[src/rtl/fwuart_rx.sv]
// UART receiver: 16x oversampled rx line, LSB-first frames with one stop bit,
// delivered on a valid/ready stream with framing-error and overrun pulses.
module fwuart_rx #(
    parameter int unsigned DATA_BITS = 8
) (
    input  logic                 clock,
    input  logic                 reset,
    input  logic                 clock_x16,
    input  logic                 rx,
    output logic [DATA_BITS-1:0] dat_o,
    output logic                 valid_o,
    input  logic                 ready_i,
    output logic                 frame_err,
    output logic                 overrun
);
    localparam int unsigned IW = $clog2(DATA_BITS);

    typedef enum logic [2:0] {
        S_IDLE,
        S_START,
        S_DATA,
        S_STOP,
        S_BREAK
    } state_t;

    state_t               state_q, state_d;
    logic [3:0]           cnt_q, cnt_d;
    logic [IW-1:0]        idx_q, idx_d;
    logic [DATA_BITS-1:0] shreg_q, shreg_d;
    logic [DATA_BITS-1:0] dat_q, dat_d;
    logic                 valid_q, valid_d;
    logic                 frame_err_q, frame_err_d;
    logic                 overrun_q, overrun_d;
    logic                 rx_meta_q, rx_meta_d;
    logic                 rx_s_q, rx_s_d;
    logic                 deliver;

    always_comb begin
        state_d     = state_q;
        cnt_d       = cnt_q;
        idx_d       = idx_q;
        shreg_d     = shreg_q;
        dat_d       = dat_q;
        valid_d     = valid_q;
        frame_err_d = 1'b0;
        overrun_d   = 1'b0;
        deliver     = 1'b0;
        rx_meta_d   = rx;
        rx_s_d      = rx_meta_q;

        if (clock_x16) begin
            case (state_q)
                S_IDLE: begin
                    if (!rx_s_q) begin
                        state_d = S_START;
                        cnt_d   = '0;
                    end
                end
                S_START: begin
                    if (cnt_q == 4'd7) begin
                        cnt_d   = '0;
                        idx_d   = '0;
                        state_d = rx_s_q ? S_IDLE : S_DATA;
                    end else begin
                        cnt_d = cnt_q + 4'd1;
                    end
                end
                S_DATA: begin
                    cnt_d = cnt_q + 4'd1;
                    if (cnt_q == 4'd15) begin
                        shreg_d = {rx_s_q, shreg_q[DATA_BITS-1:1]};
                        idx_d   = idx_q + 1'b1;
                        if (idx_q == IW'(DATA_BITS - 1)) begin
                            state_d = S_STOP;
                        end
                    end
                end
                S_STOP: begin
                    cnt_d = cnt_q + 4'd1;
                    if (cnt_q == 4'd15) begin
                        // IDLE is re-entered at mid-stop so a back-to-back start bit is caught.
                        if (rx_s_q) begin
                            deliver = 1'b1;
                            state_d = S_IDLE;
                        end else begin
                            frame_err_d = 1'b1;
                            state_d     = S_BREAK;
                        end
                    end
                end
                S_BREAK: begin
                    if (rx_s_q) begin
                        state_d = S_IDLE;
                    end
                end
                default: state_d = S_IDLE;
            endcase
        end

        if (deliver) begin
            if (!valid_q || ready_i) begin
                dat_d   = shreg_q;
                valid_d = 1'b1;
            end else begin
                overrun_d = 1'b1;
            end
        end else if (valid_q && ready_i) begin
            valid_d = 1'b0;
        end
    end

    always_ff @(posedge clock) begin
        if (reset) begin
            state_q     <= S_IDLE;
            cnt_q       <= '0;
            idx_q       <= '0;
            shreg_q     <= '0;
            dat_q       <= '0;
            valid_q     <= 1'b0;
            frame_err_q <= 1'b0;
            overrun_q   <= 1'b0;
            rx_meta_q   <= 1'b1;
            rx_s_q      <= 1'b1;
        end else begin
            state_q     <= state_d;
            cnt_q       <= cnt_d;
            idx_q       <= idx_d;
            shreg_q     <= shreg_d;
            dat_q       <= dat_d;
            valid_q     <= valid_d;
            frame_err_q <= frame_err_d;
            overrun_q   <= overrun_d;
            rx_meta_q   <= rx_meta_d;
            rx_s_q      <= rx_s_d;
        end
    end

    assign dat_o     = dat_q;
    assign valid_o   = valid_q;
    assign frame_err = frame_err_q;
    assign overrun   = overrun_q;
endmodule

[config.mk]
export PLATFORM = sky130hd
export DESIGN_NAME = fwuart_rx
export DESIGN_NICKNAME = d
export VERILOG_FILES = /design/src/rtl/fwuart_rx.sv
export SDC_FILE = /design/constraint.sdc
export NUM_CORES = 1
export LEC_CHECK = 0
export ABC_AREA = 1
export CAP_MARGIN = 20
export CORE_ASPECT_RATIO = 0.75
export CORE_UTILIZATION = 30
export DETAILED_ROUTE_END_ITERATION = 8
export HOLD_SLACK_MARGIN = 0.05
export PLACE_DENSITY_LB_ADDON = 0.2
export SLEW_MARGIN = 20
export SYNTH_ARGS = -nofsm -noshare
export SYNTH_HDL_FRONTEND = slang
export SYNTH_SLANG_ARGS = --single-unit
[constraint.sdc]
create_clock -name clock -period 2.6 [get_ports clock]
set_clock_uncertainty 0.1 [all_clocks]
set_input_delay 0.52 -clock clock [delete_from_list [all_inputs] [get_ports clock]]
set_output_delay 0.52 -clock clock [all_outputs]
set_load 0.02 [all_outputs]
==> flow_summary.yaml, run 1 <==
setup_path:
  arrival_ns: 1.98
  crit_family: "buffers and inverters"
  cp_cell_sequence: "clkdlybuf4s50_1, inv_1, a21oi_1, nand2_1, inv_1, nand2_1, nand2_1, nand2_1, nor2_1"
  worstSetupStartpointType: "primary input"
  crit_path_end_kind: "flop"
  path_buf_inv: 3
  worstPathRequired_ns: 2.72
  crit_top_cell: "nand2_1"
  cpPeakStageDelay_ns: 0.56
  worstSetupPathType: "in -> reg"
  cp_max_fo: 5
  slowest_stage: "clkdlybuf4s50_1"
sta:
  slew_headroom: 0.748
  worst_slew_pin_slew_ns: 0.374
  fin_crit_sh: 0.716
  rsz0062_at_grt: "no"
  holdWs_ns: 0.310
  finalMaxSlewViolations: 0
  fmax_ghz: 0.537
  setup_viol: 0
  setup_tns_ns: 0
  hold_viol: 0
  period_minus_slack_ns: 1.86
synth:
  synth_nets: 194
  synth_top_family_by_area: "simple AND/OR/NAND/NOR gates"
  yosysSeqAreaShare: 0.464
  netlist-cell-type-count: 20
  synth_fa_ha_area_frac: 0.0280
  synth_cells: 186
  ys_ff_latch: 31
  syn_area_sq_mm: 0.00134
  synth-compound-area-share: 0.128
  synth.area.mux_share: 0
  avgSynthCellArea_sq_um: 7.20
  yosysWarningCount: 0
  synth-xor-area-share: 0
  synth-simple-area-share: 0.323
placed_design:
  post_dp_cell_area_sq_mm: 0.00156
  placement.io_buffers: 15
  hpwl_um: 2030
  finalWeightedCongestion: 0.907
final_layout:
  fin_nets: 215
  syn_to_final_growth_pct: 26.2
  final_common_cell: "nor2_1"
  fin_area_sq_mm: 0.00169
  layout_common_cells: "54 x nor2_1, 31 x dfxtp_1, 25 x nand2_1, 23 x o21ai_0, 15 x clkdlybuf4s50_1"
  layout-drive-gt1-share: 0.115
  diodes: 0
floorplan:
  num_io_pins: 16
  core_area_sq_mm: 0.00415
  rows: 20
  start_util: 0.322
  fp.dieH_um: 59.9
  die-width_um: 79.1
  die_area_sq_mm: 0.00474
global_route:
  gr-total-overflow: 0
  grt.busiest_layer: "met1"
  antenna_found_initial: 0
  first_global_vias: 1031
  grt_pass1_wl_um: 4950
  met1_usage: 0.210
  grt_max_degree: 19
  met2_usage: 0.176
  met3_usage: 0.0473
  grtUsageTotal: 0.140
cts:
  numCtsBuffers: 5
  cts_root_buf: "clkbuf_8"
  clk_pin_slew_ns: 0.06
  cts.sinks: 31
  cts_buffer_depth: 2
  cts.repair.resized: 0
  ctsHoldBuffers: 0
  h-tree-depth: 2
  cts_setup_buffers: 0
  cts_tree: "done"
  clk_latency_ns: 0.28
route:
  routed_wl_um: 2790
  wl_per_cell_um: 10.6
  drt-pass1-iter-count: 4
  vias: 1166
  drc: 0
  ant_nets: 0
  drtIter0Drc: 50
  routed_via_density: 4.43
power:
  vdd_drop_max_mv: 0.250
  p_per_area_mw_per_mm2: 696
  p_leak_nw: 0.735
hold_path:
  min_path_type: "reg -> reg"
run_status:
  outcome: "finished clean"
job:
  max-cap-violations: 0
## final cells by class
type	count	area, sq um
Tap cell	55	68.8
Timing Repair Buffer	16	158
Multi-Input combinational cell	135	642
Fill cell	464	2460
Clock buffer	6	72.6
Inverter	18	67.6
Sequential cell	31	621
Clock inverter	2	60.1
## worst reg2reg max path: stages (launching register included)
cell     delay (ns)
dfxtp_1        0.35
ha_1           0.18
nand2_1        0.12
nor2_1         0.25
nand4_2        0.19
nor2_4         0.22
inv_2          0.12
nor2_1         0.11
nor2_1         0.05
## power by group
part | leakage [nW] | internal [W] | switching [W]
clock network | 0.0654 | 0.000383 | 0.000172
logic | 0.419 | 0.0000425 | 0.0000768
registers | 0.250 | 0.000487 | 0.0000152
## layer usage
layer,vias up,share of wire
met2,21,0.36
li1,633,-
met3,5,0.055
met1,507,0.57
met5,-,0
met4,0,0.015
## flip-flops by register name (all words and copies together) (netlist names)
name,flops
rx_s_q,1
dat_o,8
idx_q,3
cnt_q,4
frame_err,1
shreg_q,8
rx_meta_q,1
state_q,3
overrun,1
valid_o,1
## synth_stat cells
cell | count | share of area
nand4_2 | 1 | 0.0093
nor3_1 | 2 | 0.0075
o21ai_0 | 23 | 0.086
or2_2 | 3 | 0.014
nand2_1 | 25 | 0.070
nor2_4 | 2 | 0.017
o21ai_1 | 1 | 0.0037
a21oi_1 | 7 | 0.026
nand2_2 | 2 | 0.0093
nand3_1 | 7 | 0.026
a21oi_4 | 1 | 0.012
ha_1 | 3 | 0.028
nor2_1 | 54 | 0.15
inv_1 | 14 | 0.039
dfxtp_1 | 31 | 0.46
buf_2 | 1 | 0.0037
inv_2 | 4 | 0.011
clkbuf_1 | 1 | 0.0028
nand4_1 | 1 | 0.0047
nor2_2 | 3 | 0.014
## metrics by stage
| stage | cells | setup slack (ns) | utilization | power [W] |
|---|---|---|---|---|
| after CTS | 263 | 0.729 | 0.407 | 0.00119 |
| after global placement | 255 | 0.538 | 0.375 | 0.000630 |
| final | 263 | 0.738 | 0.407 | 0.00118 |
| after floorplan | 186 | 1.08 | - | 0.000600 |
| after detailed placement | 255 | 0.459 | 0.375 | 0.000631 |
| after global routing | 263 | 0.567 | 0.407 | 0.00124 |
## final timing paths
kind | slack [ns] | end | from | cells after the start
setup / recovery | 0.74 | cnt_q[3]$_SDFFE_PP0P_ | clock_x16 | 9
hold / removal | 0.31 | rx_s_q$_SDFF_PP1_ | rx_meta_q$_SDFF_PP1_ | 1
setup reg to reg | 0.79 | dat_o[2]$_SDFFE_PP0P_ | cnt_q[0]$_SDFFE_PP0P_ | 8
hold reg to reg | 0.31 | rx_s_q$_SDFF_PP1_ | rx_meta_q$_SDFF_PP1_ | 1
## cells by family (layout without fill, tap and decap cells)
group,count (synthesis),in the layout
AND/OR/NAND/NOR,100,100
flip-flops,31,31
adder cells (fa/ha/maj),3,3
buffers and inverters,20,42
AO/OA/AOI/OAI,32,32
No activity file was read; power rests on OpenSTA's default activity.
==> run 2: changes to the inputs <==
==> constraint.sdc (replaced) <==
create_clock -name clock -period 1.9 [get_ports clock]
set_clock_uncertainty 0.1 [all_clocks]
set_input_delay 0.38 -clock clock [delete_from_list [all_inputs] [get_ports clock]]
set_output_delay 0.38 -clock clock [all_outputs]
set_load 0.02 [all_outputs]
==> flow_summary.yaml, run 2 (synthesis gave the netlist of run 1 again) <==
setup_path:
  cp_cell_sequence: "clkdlybuf4s50_1"
  path_buf_inv: 1
  reg2reg_slack_ns: 0.20
  arrival_ns: 1.23
  crit_family: "buffers and inverters"
  r2r_start: "cnt_q[1]$_SDFFE_PP0P_"
  cp_max_fo: 2
  cpPeakStageDelay_ns: 0.61
  crit_path_end_kind: "primary output"
  r2r-end: "dat_o[5]$_SDFFE_PP0P_"
  r2r_cells: 8
  worstSetupStartpointType: "flop"
  worstPathRequired_ns: 1.42
  worstSetupPathType: "reg -> out"
  slowest_stage: "clkdlybuf4s50_1"
final_layout:
  diodes: 0
  layout_common_cells: "53 x nor2_1, 31 x dfxtp_1, 25 x nand2_1, 23 x o21ai_0, 15 x clkdlybuf4s50_1"
  layout-drive-gt1-share: 0.136
  syn_to_final_growth_pct: 25.3
  final_common_cell: "nor2_1"
  final_util: 0.404
  fin_nets: 220
  n_fill_cell: 449
hold_path:
  min_path_cells: 1
  min_path_type: "reg -> reg"
  hold_end: "rx_s_q$_SDFF_PP1_"
  hold_start: "rx_meta_q$_SDFF_PP1_"
run_status:
  outcome: "finished clean"
route:
  ant_nets: 0
  wl_per_cell_um: 10.6
  drt-pass1-iter-count: 4
  drtIter0Drc: 55
  routed_via_density: 4.48
  vias: 1200
  routed_wl_um: 2840
  drc: 0
power:
  p_int_w: 0.000988
  comb_power_share: 0.127
  p_clk_frac: 0.366
  power_frac_seq: 0.507
  p_sw_frac: 0.270
  p_switching_w: 0.000365
  vdd_drop_max_mv: 0.338
  p_leak_nw: 0.737
  p_per_area_mw_per_mm2: 806
cts:
  cts_tree: "done"
  clk_latency_ns: 0.28
  h-tree-depth: 2
  clk_pin_slew_ns: 0.06
  cts.sinks: 31
  numCtsBuffers: 5
  cts_buffer_depth: 2
  ctsHoldBuffers: 0
  cts_root_buf: "clkbuf_8"
floorplan:
  start_util: 0.322
  fp.dieH_um: 59.9
  die_area_sq_mm: 0.00474
  num_io_pins: 16
  core_area_sq_mm: 0.00415
  die-width_um: 79.1
  rows: 20
placed_design:
  post-place-ws_ns: 0.0563
  hpwl_um: 2060
  placement.io_buffers: 15
  finalWeightedCongestion: 0.821
global_route:
  antenna_found_initial: 0
  first_global_vias: 1018
  grtUsageTotal: 0.138
  grt_pass1_wl_um: 4830
  gr-total-overflow: 0
  grt_max_degree: 12
sta:
  holdWs_ns: 0.309
  setup_tns_ns: 0
  hold_viol: 0
  period_minus_slack_ns: 1.71
  rsz0062_at_grt: "no"
  fmax_ghz: 0.584
  worst_slew_pin_slew_ns: 0.403
  fin_crit_sh: 0.901
  fin_ws_ns: 0.189
  setup_viol: 0
  finalMaxSlewViolations: 0
  slew_headroom: 0.729
job:
  max-cap-violations: 0
[run 2: per-layer routing]
| metal | global-route usage | share of wire | vias up |
|---|---|---|---|
| li1 | - | - | 647 |
| met4 | 0.0623 | 0.016 | 0 |
| met5 | 0 | 0 | - |
| met1 | 0.205 | 0.55 | 507 |
| met3 | 0.0412 | 0.068 | 4 |
| met2 | 0.179 | 0.37 | 42 |
[run 2: power by group through the flow]
| stage | registers, W | clock network (W) | logic (W) |
|---|---|---|---|
| after floorplan | 0.000696 | 0 | 0.000124 |
| after global routing | 0.000688 | 0.000544 | 0.000194 |
| final | 0.000686 | 0.000495 | 0.000172 |
| after detailed placement | 0.000700 | 0 | 0.000170 |
| after CTS | 0.000685 | 0.000516 | 0.000171 |
| after global placement | 0.000701 | 0 | 0.000173 |
[run 2: worst max-delay path by stage]
stage / start / endpoint / slack [ns] / cells past startpoint
floorplan: cnt_q[0]$_SDFFE_PP0P_ / dat_o[0]$_SDFFE_PP0P_ / 0.38 / 8
finish: dat_o[7]$_SDFFE_PP0P_ / dat_o[7] / 0.19 / 1
detailed placement: clock_x16 / cnt_q[3]$_SDFFE_PP0P_ / 0.06 / 8
CTS: cnt_q[1]$_SDFFE_PP0P_ / dat_o[5]$_SDFFE_PP0P_ / 0.13 / 8
global placement: clock_x16 / cnt_q[3]$_SDFFE_PP0P_ / 0.08 / 8
global route: cnt_q[1]$_SDFFE_PP0P_ / dat_o[1]$_SDFFE_PP0P_ / 0.05 / 8
[run 2: per-stage QoR]
step	cells	total power (W)	instance area, sq um
after detailed placement	260	0.000871	1590
after CTS	268	0.00137	1680
after floorplan	186	0.000821	1340
final	268	0.00135	1680
after global routing	268	0.00143	1680
after global placement	260	0.000874	1590
[run 2: final cells by class]
class                      count  area [sq um]  area share
tap                           55          68.8      0.0410
timing repair buffer          21           195       0.116
clock inverter                 1          5.00     0.00298
inverter                      18          67.6      0.0403
sequential                    31           621       0.370
clock buffer                   7          76.3      0.0455
multi-input combinational    135           644       0.384
[run 2: timing repair]
action / in CTS / in global routing
endpoints found under the setup margin: 0 / 2
buffers inserted: 0 / 0
resized for setup: 0 / 1
==> run 3: changes to the inputs <==
--- a/config.mk
+++ b/config.mk
@@ -7,6 +7,8 @@
 export LEC_CHECK = 0
 export ABC_AREA = 1
 export CAP_MARGIN = 20
+export CELL_PAD_IN_SITES_DETAIL_PLACEMENT = 0
+export CELL_PAD_IN_SITES_GLOBAL_PLACEMENT = 2
 export CORE_ASPECT_RATIO = 0.75
 export CORE_UTILIZATION = 30
 export DETAILED_ROUTE_END_ITERATION = 8
==> flow_summary.yaml, run 3 (synthesis gave the netlist of run 1 again) <==
floorplan:
  die_area_sq_mm: 0.00474
  core_area_sq_mm: 0.00415
  die-width_um: 79.1
  num_io_pins: 16
  fp.dieH_um: 59.9
  start_util: 0.322
  rows: 20
sta:
  hold_viol: 0
  rsz0062_at_grt: "no"
  fmax_ghz: 0.572
  finalMaxSlewViolations: 0
  worst_slew_pin_slew_ns: 0.368
  slew_headroom: 0.752
  period_minus_slack_ns: 1.75
  fin_crit_sh: 0.920
  setup_viol: 0
  setup_tns_ns: 0
  fin_ws_ns: 0.151
placed_design:
  post-place-ws_ns: 0.00851
  placement.io_buffers: 15
  hpwl_um: 2360
  finalWeightedCongestion: 0.873
  post_dp_cell_area_sq_mm: 0.00160
global_route:
  gr-total-overflow: 0
  grt_pass1_wl_um: 5270
  first_global_vias: 1117
  antenna_found_initial: 0
  grt_max_degree: 22
  grtUsageTotal: 0.147
route:
  drt-pass1-iter-count: 4
  routed_wl_um: 3180
  drc: 0
  drtIter0Drc: 98
  routed_via_density: 4.60
  wl_per_cell_um: 11.8
  ant_nets: 0
  vias: 1237
power:
  p_per_area_mw_per_mm2: 791
  p_int_w: 0.000989
  p_clk_frac: 0.357
  vdd_drop_max_mv: 0.433
  comb_power_share: 0.132
  p_sw_frac: 0.264
  power_frac_seq: 0.511
  p_switching_w: 0.000354
  p_leak_nw: 0.747
setup_path:
  cp_max_fo: 5
  r2r-end: "shreg_q[5]$_SDFFE_PP0P_"
  worstPathRequired_ns: 2.01
  worstSetupPathType: "reg -> reg"
  worstSetupStartpointType: "flop"
  crit_path_end_kind: "flop"
  r2r_cells: 8
  arrival_ns: 1.86
  r2r_start: "cnt_q[0]$_SDFFE_PP0P_"
  reg2reg_slack_ns: 0.15
final_layout:
  fin_nets: 221
  syn_to_final_growth_pct: 26.8
  layout_common_cells: "53 x nor2_1, 31 x dfxtp_1, 25 x nand2_1, 23 x o21ai_0, 15 x clkdlybuf4s50_1"
  layout-drive-gt1-share: 0.140
  regArea_sq_um: 621
  multiInputGateArea_sq_um: 644
  final_common_cell: "nor2_1"
  fin_area_sq_mm: 0.00170
  n_fill_cell: 446
  final_util: 0.409
  diodes: 0
hold_path:
  hold_start: "rx_meta_q$_SDFF_PP1_"
  min_path_cells: 1
  min_path_type: "reg -> reg"
  hold_end: "rx_s_q$_SDFF_PP1_"
cts:
  clk_latency_ns: 0.27
  cts_buffer_depth: 2
  cts_root_buf: "clkbuf_8"
  clk_pin_slew_ns: 0.06
  cts.sinks: 31
  cts_tree: "done"
  ctsHoldBuffers: 0
  numCtsBuffers: 5
  h-tree-depth: 2
job:
  max-cap-violations: 0
run_status:
  outcome: "finished clean"
## run 3: cell count changes in the layout (fill, tap and decap cells not counted), sizes merged
cell  change
buf       +1
## run 3: worst max path at each step
stage | startpoint | to | slack (ns) | cells past startpoint
6_report | cnt_q[0]$_SDFFE_PP0P_ | shreg_q[5]$_SDFFE_PP0P_ | 0.15 | 8
5_1_grt | cnt_q[0]$_SDFFE_PP0P_ | dat_o[0]$_SDFFE_PP0P_ | 0.008 | 8
4_1_cts | cnt_q[1]$_SDFFE_PP0P_ | shreg_q[1]$_SDFFE_PP0P_ | 0.04 | 8
3_5_place_dp | clock_x16 | cnt_q[3]$_SDFFE_PP0P_ | 0.009 | 9
3_3_place_gp | clock_x16 | cnt_q[3]$_SDFFE_PP0P_ | 0.1 | 8
2_1_floorplan | cnt_q[0]$_SDFFE_PP0P_ | dat_o[0]$_SDFFE_PP0P_ | 0.38 | 8
## run 3: repair_timing
item / CTS / global route
setup buffers: 0 / 2
setup endpoints to repair: 0 / 15
resized for setup: 0 / 1
## run 3: through the flow
step | power, W | std cells | hold slack [ns]
after floorplan | 0.000821 | 186 | 0.289
after global placement | 0.000875 | 259 | 0.297
after CTS | 0.00137 | 267 | 0.318
after detailed placement | 0.000879 | 259 | 0.300
final | 0.00134 | 269 | 0.313
after global routing | 0.00142 | 269 | 0.342
## run 3: metal layers
| metal | GRT usage | up-vias | wire length, um |
|---|---|---|---|
| met5 | 0 | - | 0 |
| met4 | 0.0416 | 0 | 8 |
| met3 | 0.0412 | 2 | 153 |
| met2 | 0.209 | 26 | 1290 |
| met1 | 0.214 | 566 | 1730 |
| li1 | - | 643 | - |
## run 3: power groups by stage
stage          sequential (W)  combinational (W)  clock, W
2_1_floorplan        0.000696           0.000124         0
3_3_place_gp         0.000700           0.000175         0
3_5_place_dp         0.000701           0.000178         0
4_1_cts              0.000686           0.000178  0.000503
5_1_grt              0.000688           0.000200  0.000536
6_report             0.000686           0.000178  0.000480
## run 3: layout make-up
type	count	area share
clock inverters	1	0.00295
well taps	55	0.0405
repair buffers	22	0.127
flip-flops and latches	31	0.366
clock buffers	7	0.0450
multi-input cells	135	0.380
inverters	18	0.0398
## run 3: critical path, cell delays in order, from the launching register on
cell     delay (ns)
dfxtp_1        0.36
ha_1           0.20
nand2_1        0.13
nor2_2         0.21
nand2_2        0.14
nor2_4         0.19
buf_4          0.15
o21ai_0        0.08
nor2_1         0.10
